`src/rtl/brick_field_pkg.sv`:
```
// Shared definitions for the brick wall: FSM encoding and default field geometry.
// The geometry defaults are shared with the renderer and the collision detector.
package brick_field_pkg;

    typedef enum logic [1:0] {
        ST_FILL    = 2'd0,
        ST_PLAY    = 2'd1,
        ST_CLEARED = 2'd2
    } field_state_t;

    localparam int DEF_BRICK_COLS   = 8;
    localparam int DEF_BRICK_ROWS   = 6;
    localparam int DEF_BRICK_W_LOG2 = 6;
    localparam int DEF_BRICK_H_LOG2 = 4;
    localparam int DEF_FIELD_X0     = 64;
    localparam int DEF_FIELD_Y0     = 48;
    localparam int DEF_GAP          = 2;

endpackage

```
`src/rtl/brick_field_bcd_counter3.sv`:
```
// Three-digit BCD counter: increments by one, saturates at 999, synchronous clear.
module bcd_counter3 (
    input  logic        clk,
    input  logic        rst,
    input  logic        clr,
    input  logic        inc,
    output logic [11:0] bcd
);

    function automatic logic [11:0] bcd_inc_sat(input logic [11:0] v);
        logic [11:0] r;
        r = v;
        if (v != 12'h999) begin
            if (v[3:0] != 4'd9) begin
                r[3:0] = v[3:0] + 4'd1;
            end else begin
                r[3:0] = 4'd0;
                if (v[7:4] != 4'd9) begin
                    r[7:4] = v[7:4] + 4'd1;
                end else begin
                    r[7:4]  = 4'd0;
                    r[11:8] = v[11:8] + 4'd1;
                end
            end
        end
        return r;
    endfunction

    // Score register: clear has priority over increment.
    always_ff @(posedge clk) begin
        if (rst || clr) begin
            bcd <= 12'h000;
        end else if (inc) begin
            bcd <= bcd_inc_sat(bcd);
        end
    end

endmodule

```
`src/rtl/brick_field.sv`:
```
// Brick wall bitmap, per-pixel brick lookup (1-cycle latency), per-frame hit
// removal, BCD score and wall refill.
// Optional feature macro: BRICK_FIELD_ARMOR_EN (armored row-0 bricks need two hits).
module brick_field
    import brick_field_pkg::*;
#(
    parameter int BRICK_COLS   = DEF_BRICK_COLS,
    parameter int BRICK_ROWS   = DEF_BRICK_ROWS,
    parameter int BRICK_W_LOG2 = DEF_BRICK_W_LOG2,
    parameter int BRICK_H_LOG2 = DEF_BRICK_H_LOG2,
    parameter int FIELD_X0     = DEF_FIELD_X0,
    parameter int FIELD_Y0     = DEF_FIELD_Y0,
    parameter int GAP          = DEF_GAP
) (
    input  logic        clk,
    input  logic        rst,
    input  logic        frame_pulse,
    input  logic        pixel_valid,
    input  logic [9:0]  pixel_x,
    input  logic [8:0]  pixel_y,
    output logic        brick_px,
    output logic [2:0]  brick_row,
    input  logic        block_collision,
    input  logic        reset_field,
    output logic [6:0]  bricks_left,
    output logic [11:0] score_bcd,
    output logic        level_clear,
`ifdef BRICK_FIELD_ARMOR_EN
    output logic        brick_armored,
`endif
    output logic        fill_busy
);

    localparam int NB      = BRICK_ROWS * BRICK_COLS;
    localparam int IDX_W   = (NB > 1) ? $clog2(NB) : 1;
    localparam int CELL_W  = 1 << BRICK_W_LOG2;
    localparam int CELL_H  = 1 << BRICK_H_LOG2;
    localparam int FIELD_W = BRICK_COLS * CELL_W;
    localparam int FIELD_H = BRICK_ROWS * CELL_H;

    field_state_t state, state_n;

    logic [NB-1:0]    bitmap;
    logic [2:0]       fill_row;
    logic             fill_last;
    logic             hit_pending;
    logic [2:0]       hit_row;
    logic [3:0]       hit_col;
    logic [IDX_W-1:0] hit_idx;
    logic             hit_live;
    logic             do_remove;
    logic             do_capture;

    // Pixel lookup, combinational front of stage 1
    logic [31:0]      px32, py32, dx, dy;
    logic             x_in, y_in, x_gap, y_gap, in_field;
    logic [3:0]       col_s;
    logic [2:0]       row_s;
    logic [IDX_W-1:0] idx_s;
    logic             lookup_bit;
    logic             brick_now;
    logic [2:0]       cur_row_p1;
    logic [3:0]       cur_col_p1;

    assign px32     = 32'(pixel_x);
    assign py32     = 32'(pixel_y);
    assign dx       = px32 - 32'(FIELD_X0);
    assign dy       = py32 - 32'(FIELD_Y0);
    assign x_in     = (px32 >= 32'(FIELD_X0)) && (px32 < 32'(FIELD_X0 + FIELD_W));
    assign y_in     = (py32 >= 32'(FIELD_Y0)) && (py32 < 32'(FIELD_Y0 + FIELD_H));
    assign x_gap    = (dx & 32'(CELL_W - 1)) >= 32'(CELL_W - GAP);
    assign y_gap    = (dy & 32'(CELL_H - 1)) >= 32'(CELL_H - GAP);
    assign in_field = pixel_valid && x_in && y_in;
    assign col_s    = 4'(dx >> BRICK_W_LOG2);
    assign row_s    = 3'(dy >> BRICK_H_LOG2);
    assign idx_s    = IDX_W'(32'(row_s) * 32'(BRICK_COLS) + 32'(col_s));
    assign hit_idx  = IDX_W'(32'(hit_row) * 32'(BRICK_COLS) + 32'(hit_col));

    // Bitmap read for the current pixel; out-of-field pixels never index the map.
    always_comb begin
        lookup_bit = 1'b0;
        if (in_field) begin
            lookup_bit = bitmap[idx_s];
        end
    end

    assign brick_now = in_field && !x_gap && !y_gap && lookup_bit && (state == ST_PLAY);

    // ---- stage 1 boundary: registered pixel result ----
    always_ff @(posedge clk) begin
        if (rst) begin
            brick_px  <= 1'b0;
            brick_row <= 3'd0;
        end else begin
            brick_px  <= brick_now;
            brick_row <= brick_now ? row_s : 3'd0;
        end
    end

    // Row/col of the registered pixel, used when a collision is captured.
    always_ff @(posedge clk) begin
        cur_row_p1 <= row_s;
        cur_col_p1 <= col_s;
    end

`ifdef BRICK_FIELD_ARMOR_EN
    logic [BRICK_COLS-1:0] armor;
    logic                  armor_hit;
    logic                  do_strip;

    assign armor_hit = (hit_row == 3'd0) && armor[hit_col];

    // Armor flag aligned with brick_px for renderer shading.
    always_ff @(posedge clk) begin
        if (rst) begin
            brick_armored <= 1'b0;
        end else begin
            brick_armored <= brick_now && (row_s == 3'd0) && armor[col_s];
        end
    end

    // Armor bits: set when row 0 is filled, stripped by the first hit.
    always_ff @(posedge clk) begin
        if (rst || reset_field) begin
            armor <= '0;
        end else if (state == ST_FILL && fill_row == 3'd0) begin
            armor <= '1;
        end else if (do_strip) begin
            armor[hit_col] <= 1'b0;
        end
    end
`endif

    assign fill_last = (fill_row == 3'(BRICK_ROWS - 1));
    assign hit_live  = bitmap[hit_idx];

    // Next-state and per-cycle strobes; reset_field overrides everything.
    always_comb begin
        state_n    = state;
        do_remove  = 1'b0;
        do_capture = 1'b0;
`ifdef BRICK_FIELD_ARMOR_EN
        do_strip   = 1'b0;
`endif
        case (state)
            ST_FILL: begin
                if (fill_last) state_n = ST_PLAY;
            end
            ST_PLAY: begin
                if (frame_pulse) begin
                    if (hit_pending && hit_live) begin
`ifdef BRICK_FIELD_ARMOR_EN
                        if (armor_hit) do_strip = 1'b1; else
`endif
                        begin
                            do_remove = 1'b1;
                            if (bricks_left == 7'd1) state_n = ST_CLEARED;
                        end
                    end
                end else if (!hit_pending && block_collision && brick_px) begin
                    do_capture = 1'b1;
                end
            end
            ST_CLEARED: begin
                if (frame_pulse) state_n = ST_FILL;
            end
            default: state_n = ST_FILL;
        endcase
        if (reset_field) begin
            state_n    = ST_FILL;
            do_remove  = 1'b0;
            do_capture = 1'b0;
`ifdef BRICK_FIELD_ARMOR_EN
            do_strip   = 1'b0;
`endif
        end
    end

    // FSM state register.
    always_ff @(posedge clk) begin
        if (rst) state <= ST_FILL;
        else     state <= state_n;
    end

    // Wall bitmap, fill counter, live count and hit bookkeeping.
    always_ff @(posedge clk) begin
        if (rst) begin
            bitmap      <= '0;
            fill_row    <= 3'd0;
            fill_busy   <= 1'b1;
            bricks_left <= 7'd0;
            level_clear <= 1'b0;
            hit_pending <= 1'b0;
        end else begin
            level_clear <= do_remove && (bricks_left == 7'd1);
            if (reset_field) begin
                bitmap      <= '0;
                fill_row    <= 3'd0;
                fill_busy   <= 1'b1;
                bricks_left <= 7'd0;
                hit_pending <= 1'b0;
            end else begin
                case (state)
                    ST_FILL: begin
                        bitmap[32'(fill_row) * BRICK_COLS +: BRICK_COLS] <= '1;
                        if (fill_last) begin
                            fill_row    <= 3'd0;
                            fill_busy   <= 1'b0;
                            bricks_left <= 7'(NB);
                        end else begin
                            fill_row <= fill_row + 3'd1;
                        end
                    end
                    ST_PLAY: begin
                        if (frame_pulse) hit_pending <= 1'b0;
                        if (do_capture)  hit_pending <= 1'b1;
                        if (do_remove) begin
                            bitmap[hit_idx] <= 1'b0;
                            bricks_left     <= bricks_left - 7'd1;
                        end
                    end
                    ST_CLEARED: begin
                        if (frame_pulse) begin
                            fill_busy <= 1'b1;
                            fill_row  <= 3'd0;
                        end
                    end
                    default: ;
                endcase
            end
        end
    end

    // Location of the captured brick; only meaningful while hit_pending.
    always_ff @(posedge clk) begin
        if (do_capture) begin
            hit_row <= cur_row_p1;
            hit_col <= cur_col_p1;
        end
    end

    bcd_counter3 u_score (
        .clk (clk),
        .rst (rst),
        .clr (reset_field),
        .inc (do_remove),
        .bcd (score_bcd)
    );

endmodule

```
`config.mk`:
```
export PLATFORM = sky130hd
export DESIGN_NAME = brick_field
export DESIGN_NICKNAME = d
export VERILOG_FILES = /design/src/rtl/brick_field_pkg.sv /design/src/rtl/brick_field_bcd_counter3.sv /design/src/rtl/brick_field.sv
export SDC_FILE = /design/constraint.sdc
export NUM_CORES = 1
export LEC_CHECK = 0
export CAP_MARGIN = 20
export CORE_MARGIN = 8
export CORE_UTILIZATION = 50
export CTS_BUF_LIST = sky130_fd_sc_hd__clkbuf_2
export DETAILED_ROUTE_END_ITERATION = 8
export DONT_BUFFER_PORTS = 1
export MAX_ROUTING_LAYER = met4
export PLACE_DENSITY = 0.68
export SLEW_MARGIN = 40
export SYNTH_ARGS = -nofsm -noshare
export SYNTH_HDL_FRONTEND = slang
export SYNTH_SLANG_ARGS = --single-unit
```
`constraint.sdc`:
```
create_clock -name clk -period 2.9 [get_ports clk]
set_input_delay 0.29 -clock clk [delete_from_list [all_inputs] [get_ports clk]]
set_output_delay 0.29 -clock clk [all_outputs]
set_load 0.02 [all_outputs]
```
==> Word-level counts from Yosys, hierarchy flattened <==
Cells that the tools add are included.
{ "classes": {"add_sub_neg": 10, "order_cmp": 9, "eq_ne": 13, "shifts": 2, "mux": 37, "bitwise_logic": 5, "n_reduce_logical": 32} }
{ "ops": {"columns": ["cell", "n"], "rows": [
  ["$pmux W48 S2", 1],
  ["$and A48 B48 Y48", 1],
  ["$bwmux W48", 1],
  ["$mux W48", 1],
  ["$not A48 Y48", 1],
  ["$shift A8 B34 Y48 const A", 1],
  ["$shiftx A8 B34 Y48 const A", 1],
  ["$neg A6 Y34", 1],
  ["$mux W1", 16],
  ["$lt A6 B7 Y1 const B", 2],
  ["$mux W7", 2],
  ["$pmux W7 S2", 1],
  ["$logic_and A1 B1 Y1", 13],
  ["$add A4 B1 Y4 const B", 3],
  ["$add A6 B4 Y6", 2],
  ["$bmux W1 S6", 2],
  ["$ne A12 B12 Y1 const B", 1],
  ["$ge A10 B7 Y1 const B", 1],
  ["$lt A10 B10 Y1 const B", 1],
  ["$mux W2", 5],
  ["$sub A10 B7 Y10 const B", 1],
  ["$ge A9 B6 Y1 const B", 1],
  ["$lt A9 B8 Y1 const B", 1],
  ["$reduce_and A3 Y1", 3],
  ["other kinds (28)", 45]
]} }
{ "word_totals": {"ff_bits": 93, "word_cells": 124} }

==> Longest topological paths before layout <==
Gate-level depths: netlist (run 1).
{ "depth": {"word_depth": 10, "mapped_depth": 13, "depth_no_buf": 10} }

==> By module <==
From an unflattened synthesis (run 1), not the netlist that was laid out.
{ "hier_totals": {"hier_cells": 483, "hier_area_um2": 4777.1} }
{ "by_module_without_submodules": {"columns": ["module", "instances", "cells_per_inst", "area_per_inst_um2"], "rows": [
  ["brick_field", 1, 404, 4121.5],
  ["bcd_counter3", 1, 79, 655.6]
]} }

==> Worst setup path after synthesis (run 1) <==
Ideal clock, no wire load.
{ "synth_timing": {"kind": "input port to flip-flop", "startpoint": "in pixel_x[6]", "endpoint": "reg brick_row[1]", "setup_ns": 0.115, "t_arrival_ns": 2.950, "setup_slack_ns": -0.165, "stages": 12, "cell_sequence": "clkbuf_1 > buf_2 > inv_1 > ha_1 > clkbuf_1 > mux4_2 > mux4_2 > mux2i_1 > o2bb2ai_1 > o2111ai_1 > inv_1 > and2_1"} }
{ "synth_rtl": {"columns": ["element", "line_no", "source"], "rows": [
  ["start, declared", "brick_field.sv:19", "input logic [9:0] pixel_x,"],
  ["$sub A10 B7 Y10", "brick_field.sv:67", "assign dx = px32 - 32'(FIELD_X0);"],
  ["net dx[6]", "brick_field.sv:55", "logic [31:0] px32, py32, dx, dy;"],
  ["$add A6 B4 Y6", "brick_field.sv:76", "assign idx_s = IDX_W'(32'(row_s) * 32'(BRICK_COLS) + 32'(col_s));"],
  ["$bmux W1 S6", "brick_field.sv:83", "lookup_bit = bitmap[idx_s];"],
  ["$mux W1 (not written as such)", "brick_field.sv:83", null],
  ["$mux W1", "brick_field.sv:82", "if (in_field) begin"],
  ["$logic_and A1 B1 Y1 (2 in series)", "brick_field.sv:87", "assign brick_now = in_field && !x_gap && !y_gap && lookup_bit && (state == ST_PLAY);"],
  ["$not A1 Y1 (no source line)", null, null],
  ["$reduce_or A2 Y1 (no source line)", null, null],
  ["end signal, assigned", "brick_field.sv:96", "brick_row <= brick_now ? row_s : 3'd0;"],
  ["end, declared", "brick_field.sv:22", "output logic [2:0] brick_row,"]
]} }
The timed path passes the listed nets, and every way through them passes these cells. The select of a mux whose other input is x is not followed.
A chain may end at the register's enable or synchronous reset.

==> Worst setup path after layout (run 1) <==
{ "layout_timing": {"startpoint": "in pixel_x[6]", "endpoint": "reg brick_px"} }
{ "layout_rtl": {"columns": ["element", "line_no", "source"], "rows": [
  ["$sub A10 B7 Y10", "brick_field.sv:67", null],
  ["net dx[6]", "brick_field.sv:55", null],
  ["$add A6 B4 Y6", "brick_field.sv:76", null],
  ["$bmux W1 S6", "brick_field.sv:83", null],
  ["$mux W1 (not written as such)", "brick_field.sv:83", null],
  ["$mux W1", "brick_field.sv:82", null],
  ["$logic_and A1 B1 Y1 (2 in series)", "brick_field.sv:87", null],
  ["end signal, assigned", "brick_field.sv:95", "brick_px <= brick_now;"],
  ["end, declared", "brick_field.sv:21", "output logic brick_px,"]
]} }
The timed path passes the listed nets, and every way through them passes these cells. The select of a mux whose other input is x is not followed.

==> results.cfg, run 1 <==
[global_route]
wire_length_of_the_first_global_routing_pass_um = 20290
grt_max_degree = 29
gr-usage-all-layers = 0.2020
first_global_vias = 3895
grt_remaining_overflow = 0
antenna_found_initial = 0

[clock_tree]
clock_latency_ns = 0.56
cts_buffer_depth = 2
tritoncts = yes
cts_num_sinks = 93
cts-root-buf = sky130_fd_sc_hd__clkbuf_2
number_of_cts_inserted_buffers = 9
h-tree-depth = 3
path_clk_slew_ns = 0.25

[floorplan]
floorplan.die.width_um = 114.0
start_util = 0.5177
placement_rows = 35
io-pin-count = 50
core_sq_um = 9284
fp.dieH_um = 114.0
die_area_sq_um = 13010

[setup_path]
start_kind = input port
crit_path_max_fanout = 14
crit_path_top_delay_cell = sky130_fd_sc_hd__dlygate4sd3_1
end_kind = register
crit_path_max_incr_delay_ns = 0.57
arrival_ns = 3.31
worstPathCellList = dlygate4sd3_1 > inv_1 > ha_1 > buf_8 > mux4_2 > mux4_2 > mux2i_1 > o2bb2ai_1 > o2111ai_1 > inv_1 > dlygate4sd3_1
required_ns = 3.38
setup.worst_path.class = in -> reg

[synthesis]
count_of_flip_flops_with_a_built_in_enable_after_synthesis = 7
post_syn_area_per_cell_sq_um = 9.991
ys_seq_area_frac = 0.4020
yosysTopAreaCellShare = 0.3582
syn_inst = 481
synth_fp_nets = 521
synth_top_cells_by_area = sky130_fd_sc_hd__dfxtp_1 (36%), sky130_fd_sc_hd__mux4_2 (8.9%), sky130_fd_sc_hd__a21oi_1 (4.9%)
yosys_warnings = 0
synth-seq-cells = 93
post_synthesis_instance_area_sq_um = 4806
synth_top_flop_cell = sky130_fd_sc_hd__dfxtp_1
synthDominantAreaCellType = sky130_fd_sc_hd__dfxtp_1
synth_async_sr_flop_share = 0
yosys.cell_types.count = 66

[place]
gp_congestion = 0.8466
place.detailed.instances = 605
port_buffers = 0
placed_area_sq_um = 4992
dp_hpwl_um = 8951

[power]
cell_internal_pwr_uw = 1505
sequentialPowerShare = 0.646
power_switching_share = 0.2675
total_power_uw = 2054
power_density_nw_per_um2 = 385.1
netsw_uw = 549.5
clkPwrFrac = 0.280
power.share.combinational = 0.074
vdd_drop_max_v = 0.0002126
static-leakage-power_uw = 0.001966

[routing]
detail_route.wl_per_cell_um = 19.49
detail_route.drc_violations = 0
drc_violation_total_after_the_first_tritonroute_iteration = 301
route.vias.total = 3973
routed_wl_um = 12530
detail-route-antenna-nets = 0
drt_pass1_iterations = 5
viasPerCell = 6.179

[timing]
max_freq_ghz = 0.3537
fin_skew_ns = 0.02699
rsz0062_at_grt = true
period_needed_ns = 2.827
report.final.hold_viol_count = 0
setup_viol = 0
tns_ns = 0
max-slew-margin-rel = 0.5480
number_of_max_slew_violations_in_the_final_report = 0
worst_pin_slew_ns = 0.6719
post-route-period-util = 0.9749

[layout]
nNetsFinal = 549
drive_gt1_frac = 0.1829
syn_to_final_growth_pct = 10.99
finish.utilization = 0.5745
antenna_cells = 0
postLayoutCellArea_sq_um = 5334
final_cell_count_no_fill = 643

[flow_run]
max-cap-violations = 0

[outcome]
status = finished clean

[worst_hold_path]
worst_hold_path_type = in -> reg
cells in the mapped netlist, types with 5 or more instances:
| library cell | number |
|---|---|
| sky130_fd_sc_hd__buf_6 | 5 |
| sky130_fd_sc_hd__a21oi_1 | 47 |
| sky130_fd_sc_hd__mux2i_1 | 7 |
| sky130_fd_sc_hd__nor4_1 | 7 |
| sky130_fd_sc_hd__nor2_1 | 35 |
| sky130_fd_sc_hd__nor2b_1 | 7 |
| sky130_fd_sc_hd__nand2_1 | 30 |
| sky130_fd_sc_hd__mux4_2 | 19 |
| sky130_fd_sc_hd__o221a_1 | 8 |
| sky130_fd_sc_hd__or4_1 | 6 |
| sky130_fd_sc_hd__o21ai_0 | 24 |
| sky130_fd_sc_hd__buf_2 | 5 |
| sky130_fd_sc_hd__nand2b_1 | 8 |
| sky130_fd_sc_hd__edfxtp_1 | 7 |
| sky130_fd_sc_hd__ha_1 | 15 |
| sky130_fd_sc_hd__or3_1 | 7 |
| sky130_fd_sc_hd__inv_1 | 21 |
| sky130_fd_sc_hd__nor3_1 | 12 |
| sky130_fd_sc_hd__o21ai_1 | 5 |
| sky130_fd_sc_hd__o221a_2 | 16 |
| sky130_fd_sc_hd__dfxtp_1 | 86 |
| sky130_fd_sc_hd__clkbuf_1 | 12 |
| sky130_fd_sc_hd__nand3_1 | 10 |
cell families (layout without fill, tap and decap cells):
family	after synthesis	after routing	share of synthesized area
adders and majority gates	15	15	0.03905
buffers and inverters	47	80	0.04816
xor gates and xnor gates	7	7	0.01276
AOI/OAI and AO/OA	135	135	0.1953
DFF	93	93	0.4020
and+or+nand+nor	151	151	0.1703
muxes	33	33	0.1325
final timing paths:
check | from | end | slack (ns) | cells after the start
max | pixel_x[6] | brick_px | 0.07 | 11
min | reset_field | hit_pending | 0.07 | 3
max reg2reg | hit_col[0] | u_score.bcd[3] | 0.13 | 9
min reg2reg | cur_col_p1[0] | hit_col[0] | 0.44 | 0
critical path, delay by kind of cell:
| family | cells | cell delay [ns] |
|---|---|---|
| mux | 3 | 0.98 |
| buf+inv | 5 | 1.48 |
| compound gates | 2 | 0.21 |
| fa+ha+maj | 1 | 0.35 |
stage by stage:
step	setup WS, ns	hold slack, ns
6_report	0.07288	0.07094
5_1_grt	-0.02678	0.06513
4_1_cts	0.03112	0.04350
3_5_place_dp	0.03357	0.3684
3_3_place_gp	0.09207	0.3668
2_1_floorplan	0.06012	0.3624
what timing repair did:
action | 4_1_cts | 5_1_grt
resized for setup | 3 | 7
endpoints found under the hold margin | 29 | 0
buffers inserted | 0 | 5
endpoints found under the setup margin | 5 | 27
hold buffers | 17 | 0
flip-flops by register name, indices dropped and copies added (netlist names):
signal / cells
hit_col: 4
cur_row_p1: 3
fill_busy: 1
state: 2
hit_pending: 1
brick_px: 1
hit_row: 3
level_clear: 1
fill_row: 3
cur_col_p1: 4
u_score.bcd: 12
bitmap: 48
bricks_left: 7
brick_row: 3
cells in the final DEF, fill, tap and decap left out, types with 8 or more instances in the layout:
| cell type | n |
|---|---|
| sky130_fd_sc_hd__o221a_2 | 16 |
| sky130_fd_sc_hd__nand2b_1 | 8 |
| sky130_fd_sc_hd__dfxtp_1 | 86 |
| sky130_fd_sc_hd__clkbuf_2 | 9 |
| sky130_fd_sc_hd__inv_1 | 21 |
| sky130_fd_sc_hd__nand3_1 | 9 |
| sky130_fd_sc_hd__o21ai_0 | 24 |
| sky130_fd_sc_hd__mux4_2 | 19 |
| sky130_fd_sc_hd__ha_1 | 15 |
| sky130_fd_sc_hd__dlygate4sd3_1 | 17 |
| sky130_fd_sc_hd__nand2_1 | 30 |
| sky130_fd_sc_hd__nor3_1 | 12 |
| sky130_fd_sc_hd__nor2_1 | 34 |
| sky130_fd_sc_hd__a21oi_1 | 46 |
| sky130_fd_sc_hd__buf_4 | 22 |
| sky130_fd_sc_hd__o221a_1 | 8 |
layout make-up:
class	instances	area [sq um]
Multi-Input combinational cell	341	2674
Clock buffer	9	45.04
Timing Repair Buffer	43	392.9
Tap cell	129	161.4
Clock inverter	7	50.05
Inverter	21	78.83
Sequential cell	93	1932
Fill cell	847	3950
layer usage:
| layer | vias up | GRT usage | share of wire |
|---|---|---|---|
| met5 | - | - | 0 |
| met4 | 0 | 0.07276 | 0.017 |
| met3 | 17 | 0.02958 | 0.056 |
| met2 | 100 | 0.3308 | 0.50 |
| met1 | 1960 | 0.2488 | 0.42 |
| li1 | 1896 | - | - |
power by group through the flow:
stage               clock network [uW]  logic, uW  registers [uW]
floorplan                            0        106            1350
global route                       637        165            1330
CTS                                588        149            1330
global placement                     0        125            1350
detailed placement                   0        129            1350
finish                             574        152            1330
(Power assumes the default switching activity.)
==> inputs of run 2 (changes only) <==
PLACE_DENSITY = 0.78   (was 0.68)
==> run 2 against run 1 <==
  * Flip-flop and latch count is the same
  * Design area fell by 0.80%
  * Critical path depth shrank 1
  * Combinational power is 5% lower
  * Maximum frequency rose by 0.21%
  * Clock skew grew 0.014 ns
  * Clock power increased by 15%
  * Routed wire length is 4.0% lower
  * Critical path type is now reg -> reg
  * Highest routed layer unchanged
==> results.cfg, run 2 (same netlist as run 1, synthesis figures left out) <==
[clock_tree]
cts-root-buf = sky130_fd_sc_hd__clkbuf_2
h-tree-depth = 3
clock_latency_ns = 0.56
path_clk_slew_ns = 0.26
cts_buffer_depth = 2
number_of_cts_inserted_buffers = 9
tritoncts = yes
cts_num_sinks = 93

[outcome]
status = finished clean

[routing]
routed_wl_um = 12030
drt_pass1_iterations = 7
drc_violation_total_after_the_first_tritonroute_iteration = 418
detail_route.wl_per_cell_um = 18.88
detail_route.drc_violations = 0
route.vias.total = 4086
detail-route-antenna-nets = 0
viasPerCell = 6.414

[worst_hold_path]
worst_hold_path_type = in -> reg

[flow_run]
max-cap-violations = 0

[timing]
number_of_max_slew_violations_in_the_final_report = 0
max-slew-margin-rel = 0.4933
hold_ws_ns = 0.05906
period_needed_ns = 2.821
max_freq_ghz = 0.3545
setup_viol = 0
fin_skew_ns = 0.04125
report.final.hold_viol_count = 0
worst_pin_slew_ns = 0.7572
post-route-period-util = 0.9728
rsz0062_at_grt = true

[layout]
nNetsFinal = 543
fillerInstances = 798
layout.cells.most_common = sky130_fd_sc_hd__dfxtp_1
largest_registers = bitmap (48), u_score.bcd (12), bricks_left (7)
largest_reg_flops = 48
syn_to_final_growth_pct = 10.10
postLayoutCellArea_sq_um = 5291
drive_gt1_frac = 0.1831
final_cell_mix = sky130_fd_sc_hd__dfxtp_1 (86), sky130_fd_sc_hd__a21oi_1 (46), sky130_fd_sc_hd__nor2_1 (34), sky130_fd_sc_hd__nand2_1 (30), sky130_fd_sc_hd__o21ai_0 (24)
final_cell_count_no_fill = 637
antenna_cells = 0
largest_register = bitmap

[setup_path]
setup.worst_path.class = reg -> reg
required_ns = 3.40
arrival_ns = 3.32
regToRegSetupSlack_ns = 0.08
end_kind = register
start_kind = register
crit_path_max_fanout = 28

[global_route]
gr-usage-all-layers = 0.1935
antenna_found_initial = 0
grt_max_degree = 55
first_global_vias = 3850
grt_util_met1 = 0.2447
grt_remaining_overflow = 0
grt_most_used_layer = met2
wire_length_of_the_first_global_routing_pass_um = 19730
groute.layer.met2.usage = 0.2934
global_route.usage.met3 = 0.04913

[place]
port_buffers = 0
place.detailed.instances = 606
gp_congestion = 0.9998
dp_hpwl_um = 8694
placed_area_sq_um = 4995

[floorplan]
placement_rows = 35
io-pin-count = 50
die_area_sq_um = 13010
fp.dieH_um = 114.0
core_sq_um = 9284
start_util = 0.5177
floorplan.die.width_um = 114.0

[power]
static-leakage-power_uw = 0.001946
power_density_nw_per_um2 = 403.1
total_power_uw = 2133
vdd_drop_max_v = 0.0002588
-- run 2: final cells by class --
cell class,count,area (sq um),area share
Multi-Input combinational cell,341,2674,0.5053
Clock buffer,10,50.05,0.009459
Timing Repair Buffer,37,324.1,0.06124
Inverter,21,78.83,0.01490
Tap cell,129,161.4,0.03050
Sequential cell,93,1932,0.3651
Clock inverter,6,71.32,0.01348
-- run 2: final timing paths --
kind,startpoint,to,cells past startpoint
worst max-delay path,hit_col[2],u_score.bcd[3],10
worst min-delay path,pixel_x[4],brick_px,3
worst max register to register,hit_col[2],u_score.bcd[3],10
worst min register to register,cur_col_p1[1],hit_col[1],0
-- run 2: worst max-delay path, cell delays in order, from the launching register on --
cell                       delay (ns)
sky130_fd_sc_hd__edfxtp_1        0.57
sky130_fd_sc_hd__buf_6           0.21
sky130_fd_sc_hd__mux2i_1         0.12
sky130_fd_sc_hd__mux4_2          0.46
sky130_fd_sc_hd__o21ai_0         0.10
sky130_fd_sc_hd__and4b_1         0.24
sky130_fd_sc_hd__buf_4           0.13
sky130_fd_sc_hd__o31ai_2         0.07
sky130_fd_sc_hd__buf_12          0.19
sky130_fd_sc_hd__or4_1           0.51
sky130_fd_sc_hd__a31oi_1         0.19
-- run 2: power breakdown --
group / leakage (uW) / switching, uW / total [uW] / internal [uW]
clock network: 0.0000761 / 446 / 659 / 213
registers: 0.000759 / 11.8 / 1330 / 1320
logic: 0.00111 / 75.0 / 145 / 69.9
-- run 2: routing by layer --
layer / part of all wire / routed length [um]
met4: 0.018 / 222
met5: 0 / 0
met2: 0.46 / 5589
met1: 0.43 / 5135
met3: 0.090 / 1081
-- run 2: per-stage QoR --
| stage | setup WS [ns] | setup TNS [ns] | util |
|---|---|---|---|
| final | 0.07887 | 0 | 0.5699 |
| after global routing | -0.03101 | -0.03101 | 0.5699 |
| after CTS | 0.04869 | 0 | 0.5644 |
| after detailed placement | 0.05591 | 0 | 0.5380 |
| after global placement | 0.1116 | 0 | 0.5380 |
| after floorplan | 0.06012 | 0 | - |
-- run 2: timing repair --
item,in CTS,in global routing
cloned,0,0
endpoints found under the setup margin,8,27
hold endpoints to repair,12,0
pin swaps,0,2
buffers inserted,0,3
hold buffers,12,0
gates resized for setup,1,6
